<file path="config.mk">
export PLATFORM = sky130hd
export DESIGN_NAME = z_mux_arbiter
export DESIGN_NICKNAME = d
export VERILOG_FILES = /design/src/rtl/z_mux_arbiter_pkg.sv /design/src/rtl/zn_2_1_mux.sv /design/src/rtl/z_mux_arbiter.sv
export SDC_FILE = /design/constraint.sdc
export NUM_CORES = 1
export LEC_CHECK = 0
export BUFFER_PORTS_ARGS = -buffer_cell sky130_fd_sc_hd__buf_2
export CELL_PAD_IN_SITES_DETAIL_PLACEMENT = 0
export CELL_PAD_IN_SITES_GLOBAL_PLACEMENT = 1
export CORE_MARGIN = 3
export CORE_UTILIZATION = 30
export CTS_CLUSTER_DIAMETER = 40
export DETAILED_ROUTE_END_ITERATION = 6
export GPL_ROUTABILITY_DRIVEN = 0
export GPL_TIMING_DRIVEN = 0
export PLACE_DENSITY_LB_ADDON = 0.05
export SYNTH_ARGS = -nofsm -noshare
export SYNTH_HDL_FRONTEND = slang
export SYNTH_SLANG_ARGS = --single-unit
</file>
<file path="constraint.sdc">
create_clock -name clk -period 4.1 [get_ports clk]
set_input_delay 0.205 -clock clk [delete_from_list [all_inputs] [get_ports clk]]
set_output_delay 0.205 -clock clk [all_outputs]
set_load 0.005 [all_outputs]
</file>
<file path="src/rtl/z_mux_arbiter_pkg.sv">
// Shared types and state encodings for the two-requester mux arbiter.
package z_mux_arbiter_pkg;

    typedef enum logic [1:0] {
        S_IDLE  = 2'b00,
        S_OWN_A = 2'b01,
        S_OWN_B = 2'b10
    } arb_state_e;

    localparam logic OWNER_A = 1'b0;
    localparam logic OWNER_B = 1'b1;

endpackage

</file>
<file path="src/rtl/zn_2_1_mux.sv">
// DATA_W-wide 2:1 mux built as a bank of per-bit select cells (sel 0 = a, 1 = b).
module zn_2_1_mux #(
    parameter int DATA_W = 4
) (
    input  logic              sel,
    input  logic [DATA_W-1:0] a_data,
    input  logic [DATA_W-1:0] b_data,
    output logic [DATA_W-1:0] y
);

    for (genvar i = 0; i < DATA_W; i++) begin : g_bit
        assign y[i] = sel ? b_data[i] : a_data[i];
    end

endmodule

</file>
<file path="src/rtl/z_mux_arbiter.sv">
// Round-robin owner of a shared 2:1 data path with bounded tenure while the
// other requester waits; the selected data is registered with a valid strobe.
module z_mux_arbiter
    import z_mux_arbiter_pkg::*;
#(
    parameter int DATA_W   = 4,
    parameter int MAX_HOLD = 8
) (
    input  logic              clk,
    input  logic              rst_,
    input  logic              req_a,
    input  logic              req_b,
    input  logic [DATA_W-1:0] a_data,
    input  logic [DATA_W-1:0] b_data,
    output logic              gnt_a,
    output logic              gnt_b,
    output logic              sel,
    output logic [DATA_W-1:0] out_data,
    output logic              out_valid
);

    localparam int CNT_W = $clog2(MAX_HOLD + 1);
    localparam logic [CNT_W-1:0] HOLD_MAX = CNT_W'(MAX_HOLD);

    arb_state_e        state_q, state_d;
    logic [CNT_W-1:0]  hold_cnt, hold_d;
    logic              last, last_d;
    logic              sel_q, sel_d;
    logic              xfer;
    logic [DATA_W-1:0] mux_data;

    function automatic logic [CNT_W-1:0] sat_inc(input logic [CNT_W-1:0] v);
        return (v == HOLD_MAX) ? v : v + 1'b1;
    endfunction

    zn_2_1_mux #(.DATA_W(DATA_W)) u_mux (
        .sel    (sel_q),
        .a_data (a_data),
        .b_data (b_data),
        .y      (mux_data)
    );

    always_comb begin
        state_d = state_q;
        hold_d  = hold_cnt;
        last_d  = last;
        sel_d   = sel_q;
        xfer    = 1'b0;
        case (state_q)
            S_IDLE: begin
                hold_d = '0;
                if (req_a && req_b) begin
                    // last == B means A has priority on a tie
                    state_d = (last == OWNER_B) ? S_OWN_A : S_OWN_B;
                    sel_d   = (last == OWNER_B) ? OWNER_A : OWNER_B;
                end else if (req_a) begin
                    state_d = S_OWN_A;
                    sel_d   = OWNER_A;
                end else if (req_b) begin
                    state_d = S_OWN_B;
                    sel_d   = OWNER_B;
                end
            end
            S_OWN_A: begin
                if (req_a && !(hold_cnt == HOLD_MAX && req_b)) begin
                    xfer   = 1'b1;
                    hold_d = sat_inc(hold_cnt);
                end else begin
                    last_d  = OWNER_A;
                    hold_d  = '0;
                    state_d = req_b ? S_OWN_B : S_IDLE;
                    if (req_b) sel_d = OWNER_B;
                end
            end
            S_OWN_B: begin
                if (req_b && !(hold_cnt == HOLD_MAX && req_a)) begin
                    xfer   = 1'b1;
                    hold_d = sat_inc(hold_cnt);
                end else begin
                    last_d  = OWNER_B;
                    hold_d  = '0;
                    state_d = req_a ? S_OWN_A : S_IDLE;
                    if (req_a) sel_d = OWNER_A;
                end
            end
            default: begin
                state_d = S_IDLE;
                hold_d  = '0;
            end
        endcase
    end

    always_ff @(posedge clk) begin
        if (!rst_) begin
            state_q   <= S_IDLE;
            hold_cnt  <= '0;
            last      <= OWNER_B;
            sel_q     <= OWNER_A;
            out_data  <= '0;
            out_valid <= 1'b0;
        end else begin
            state_q   <= state_d;
            hold_cnt  <= hold_d;
            last      <= last_d;
            sel_q     <= sel_d;
            out_valid <= xfer;
            if (xfer) out_data <= mux_data;
        end
    end

    assign gnt_a = (state_q == S_OWN_A);
    assign gnt_b = (state_q == S_OWN_B);
    assign sel   = sel_q;

endmodule

</file>
Yosys cells after proc, flatten, opt, wreduce, memory -nomap -nowiden. Cells that the tools add are included. Widths: inputs -> output; s select.

Add/sub/neg operators: 1. Eq/ne operators: 7. Muxes and demuxes: 31. Reductions and logical operators: 13.

Operators with widths (count): $mux 1 (16); $mux 2 (7); $mux 4 (3); $pmux 4 s2 (1); $ne 2x2->1 const B (3); $pmux 2 s3 (1); $reduce_and 3->1 (2); $logic_and 1x1->1 (5); $add 4x1->4 const B (1); $eq 4x4->1 const B (1); $ne 4x4->1 const B (1); $pmux 1 s2 (2); $reduce_and 4->1 (1); $pmux 1 s3 (1); $reduce_bool 3->1 (1); $eq 2x1->1 const B (1); $eq 2x2->1 const B (1); $logic_not 1->1 (2); $logic_not 2->1 (1); $reduce_bool 2->1 (1).

Bits in registers: 13. Bits of input ports: 12. Output and inout bits: 8.

Logic depth before layout (Yosys ltp).
Word-level depth: 6. Gate-level depth with buffers: 6.

Cells and area by module. Synthesis repeated with hierarchy kept, for this count alone.

Cells, all modules: 90. Area, all modules: 778.2 µm².

Modules (own cells, without submodules): z_mux_arbiter (instances 1, cells each 86, area an instance 733.2 µm², sequential area each 260.2 µm²); zn_2_1_mux (instances 1, cells each 4, area an instance 45.0 µm², sequential area each 0.0 µm²).

Worst setup path before layout. Ideal clock, no wire load.

Path kind: register to register. Start point: register state_q[1]. End point: register state_q[1]. Arrival: 1634 ps. Data required time: 4034 ps. Slack: 2400 ps. Cell stages (with the launch flop): 7. Path buffers: 0. Period minus slack after synthesis: 1700 ps. Path through: dfxtp_1 > inv_1 > ha_1 > a21o_1 > mux2_2 > a221o_1 > a21boi_2.

Word-level cells in the longest chain between the ends: 3.

RTL lines: start, declared (line z_mux_arbiter.sv:25) `arb_state_e state_q, state_d;`; start signal, assigned (line z_mux_arbiter.sv:102) `state_q <= state_d;`; $eq 2x1->1 *; net gnt_a (line z_mux_arbiter.sv:15) `output logic gnt_a,`; $ne 2x2->1 (no source line); $reduce_and 3->1 (no source line).

The timed path passes the listed nets; every way through them passes the cells marked *. A chain may end at the register's enable or synchronous reset.

Worst setup path in the final report.
Start point: register state_q[1]. End point: register state_q[1].

Word-level cells in the longest chain between the ends: 3.

RTL lines: $eq 2x2->1, or another cell as far along (line z_mux_arbiter.sv:49) `case (state_q)`; $ne 2x2->1 (no source line) or $ne 4x4->1 (tied branches); $reduce_and 3->1 (no source line).

Several ways; a longest one is shown, not always the timed one.

==> results by group <==
Power and ir drop
  • Leakage power: 0.483 nW
  • Pwr dens: 368 nW/um^2
  • Maximum VDD drop: 0.158 mV

Timing
  • Fin Hold WS: 0.266 ns
  • Clock skew: 0.00390 ns
  • RSZ-0062 raised after global routing: false
  • Final setup viols: 0
  • Relative slew slack: 69.7%
  • Fin. Hold Viols: 0
  • Fin crit period: 1.86 ns
  • Slew Viols, Final: 0
  • Worst-Margin Slew: 0.455 ns
  • Setup TNS: 0 ns
  • Fmax: 536 MHz
  • Period utilization: 45.5%

Critical path
  • Start point of the critical path: state_q[1]$_SDFFE_PN0P_
  • Reg-to-reg slack, setup: 2.24 ns
  • RR Endpoint: state_q[1]$_SDFFE_PN0P_
  • Crit path to: state_q[1]$_SDFFE_PN0P_
  • WP data required: 4.32 ns
  • Worst r2r src: state_q[1]$_SDFFE_PN0P_
  • FF-to-FF path depth: 6
  • Crit. End Element: flip-flop
  • Arr. time, crit path: 2.08 ns
  • Crit path kind: flip-flop to flip-flop
  • Crit path launch type: flip-flop
  • CP Max Fanout: 8

Clocking
  • Clock root cell: clkbuf_4
  • CTS clk-pin slew, worst paths: 0.09 ns
  • CTS tree: done
  • Clock sink total: 13
  • Hold_buf cts: 0
  • Total CTS buffers: 3
  • H-tree levels: 1
  • CTS max path bufs: 2
  • Clock Latency Late Sink: 0.28 ns
  • Post-CTS resize count: 0
  • Setup bufs post-CTS: 0

Global routing
  • Met1 usage: 16.0%
  • Largest net degree at the start of global routing: 11
  • Total track usage: 11.1%
  • Global route total overflow: 0
  • Global route hottest layer: met1
  • Initial antenna violation count: 0
  • Met3 usage: 2.94%
  • Vias in the first global route: 604
  • First-pass GRT wire length: 2.82 mm
  • GR Util met2: 14.7%

Cells and area
  • Fillers: 256
  • Syn-to-layout area delta: 18.2%
  • Final-stage net count: 127
  • Fraction of final layout cells sized beyond drive strength 1: 26.9%
  • # diodes: 0
  • Layout Cells excl Fill: 136

Logic synthesis
  • Yosys warns: 0
  • Cell variety after synth: 30
  • Synth Flop Type: dfxtp_1
  • Seq/Total Area, Yosys: 33.1%
  • Post-synth EDFFs: 0
  • Synthesized cell area: 786 sq um
  • Asr flop ratio synth: 0%
  • #FFs+latches synth: 13
  • Avg Cell Area, Syn: 8.93 sq um
  • Syn Inst Count: 88
  • Synth Net Count: 106

Routing
  • Drt initial violations: 13
  • Detail Route Antenna Nets: 0
  • DR pass1 iterations: 4
  • Via density: 5.10
  • Via count: 693
  • Avg WL per Cell: 12.7 um
  • WL final: 1.73 mm
  • DRC viols: 0

Place
  • Port buffer count: 16
  • Post-DP HPWL: 1.27 mm
  • Placed cells: 132

Floorplanning
  • Die area: 3270 sq um
  • DIE HEIGHT: 57.2 um
  • Core Box Area: 2340 sq um
  • Initial core utilization: 33.6%
  • Die W: 57.2 um
  • IO Pins: 20
  • Row count: 17

Run status
  • Outcome: finished, final reports clean

Flow run
  • Max_cap viols: 0

Worst hold path
  • Hold Crit Class: input pin to flip-flop
==> final cells by class <==
class	count	area (sq um)	share of cell area, %
Buffer	4	23.8	2.56
Clock buffer	3	22.5	2.43
Clock inverter	1	5.00	0.539
Inverter	6	22.5	2.43
Multi-Input combinational cell	65	479	51.6
Sequential cell	13	260	28.0
Tap cell	28	35.0	3.77
Timing Repair Buffer	16	80.1	8.63
==> metrics by stage <==
step	setup slack (ns)	utilization [%]	instance area (sq um)	power, W
floorplan	2.40	-	786	0.000231
global placement	2.30	38.5	901	0.000261
detailed placement	2.26	38.5	901	0.000262
CTS	2.24	39.7	928	0.000348
global route	2.10	39.7	928	0.000366
finish	2.24	39.7	928	0.000341
==> kinds of logic after synthesis <==
group                      count (synthesis)  synth area share [%]
and+or+nand+nor                           30                  19.1
AOI/OAI and AO/OA                         22                  23.2
DFF                                       13                  33.1
buffers and inverters                     10                  5.89
muxes                                      6                  7.96
adders and majority gates                  6                  9.55
xor gates and xnor gates                   1                  1.11
==> worst min path at each step <==
stage | from | to | slack, ns | cells after the start
3_5_place_dp | out_data[1]$_SDFFE_PN0P_ | out_data[1]$_SDFFE_PN0P_ | 0.48 | 1
5_1_grt | a_data[2] | out_data[2]$_SDFFE_PN0P_ | 0.28 | 4
2_1_floorplan | last$_SDFFE_PN1P_ | last$_SDFFE_PN1P_ | 0.45 | 2
6_report | a_data[0] | out_data[0]$_SDFFE_PN0P_ | 0.27 | 4
4_1_cts | a_data[0] | out_data[0]$_SDFFE_PN0P_ | 0.25 | 4
3_3_place_gp | out_data[3]$_SDFFE_PN0P_ | out_data[3]$_SDFFE_PN0P_ | 0.48 | 1
==> flip-flops by register name, indices dropped and copies added (netlist names) <==
signal	cells
out_valid	1
last	1
sel	1
out_data	4
hold_cnt	4
state_q	2
==> where the power goes <==
| group | internal, W | leakage [nW] | switching (W) | total (W) |
|---|---|---|---|---|
| sequential | 0.000138 | 0.106 | 0.00000832 | 0.000146 |
| combinational | 0.0000548 | 0.360 | 0.0000572 | 0.000112 |
| clock | 0.0000362 | 0.0177 | 0.0000467 | 0.0000828 |
| total | 0.000229 | 0.483 | 0.000112 | 0.000341 |
==> cell usage after synthesis (all sizes together), types with 2 or more instances <==
| cell type | number | area share [%] |
|---|---|---|
| mux2i | 4 | 5.1 |
| dfxtp | 13 | 33 |
| buf | 2 | 1.9 |
| and4b | 2 | 2.5 |
| o211a | 4 | 5.1 |
| o21ai | 3 | 2.4 |
| a21o | 3 | 2.9 |
| nor2 | 4 | 1.9 |
| ha | 6 | 9.6 |
| mux2 | 2 | 2.9 |
| nand2b | 3 | 2.4 |
| clkbuf | 2 | 1.1 |
| nand3 | 5 | 3.2 |
| nand2 | 12 | 5.7 |
| and3 | 2 | 1.6 |
| a21oi | 5 | 3.2 |
| inv | 6 | 2.9 |
==> worst max-delay path, cell delays in order, from the launching register on <==
cell      delay [ns]
dfxtp_1         0.40
inv_1           0.08
ha_1            0.29
a21o_1          0.24
mux2_2          0.31
a221o_1         0.37
a21boi_2        0.13
==> cell usage in the layout (no fill, tap or decap), types with 3 or more instances in the layout <==
master	instances
clkbuf_4	3
a21oi_1	5
inv_1	6
o211a_1	4
nand2b_1	3
dfxtp_1	13
nand2_1	12
mux2i_1	4
ha_1	6
nor2_1	4
buf_2	16
a21o_1	3
nand3_1	5
==> per-layer routing <==
| metal | wire [um] | up-vias | part of all wire [%] |
|---|---|---|---|
| li1 | - | 356 | - |
| met1 | 859 | 311 | 50 |
| met2 | 750 | 24 | 43 |
| met3 | 111 | 2 | 6.4 |
| met4 | 10 | 0 | 0.58 |
| met5 | 0 | - | 0 |
No activity file was read; power rests on OpenSTA's default activity.
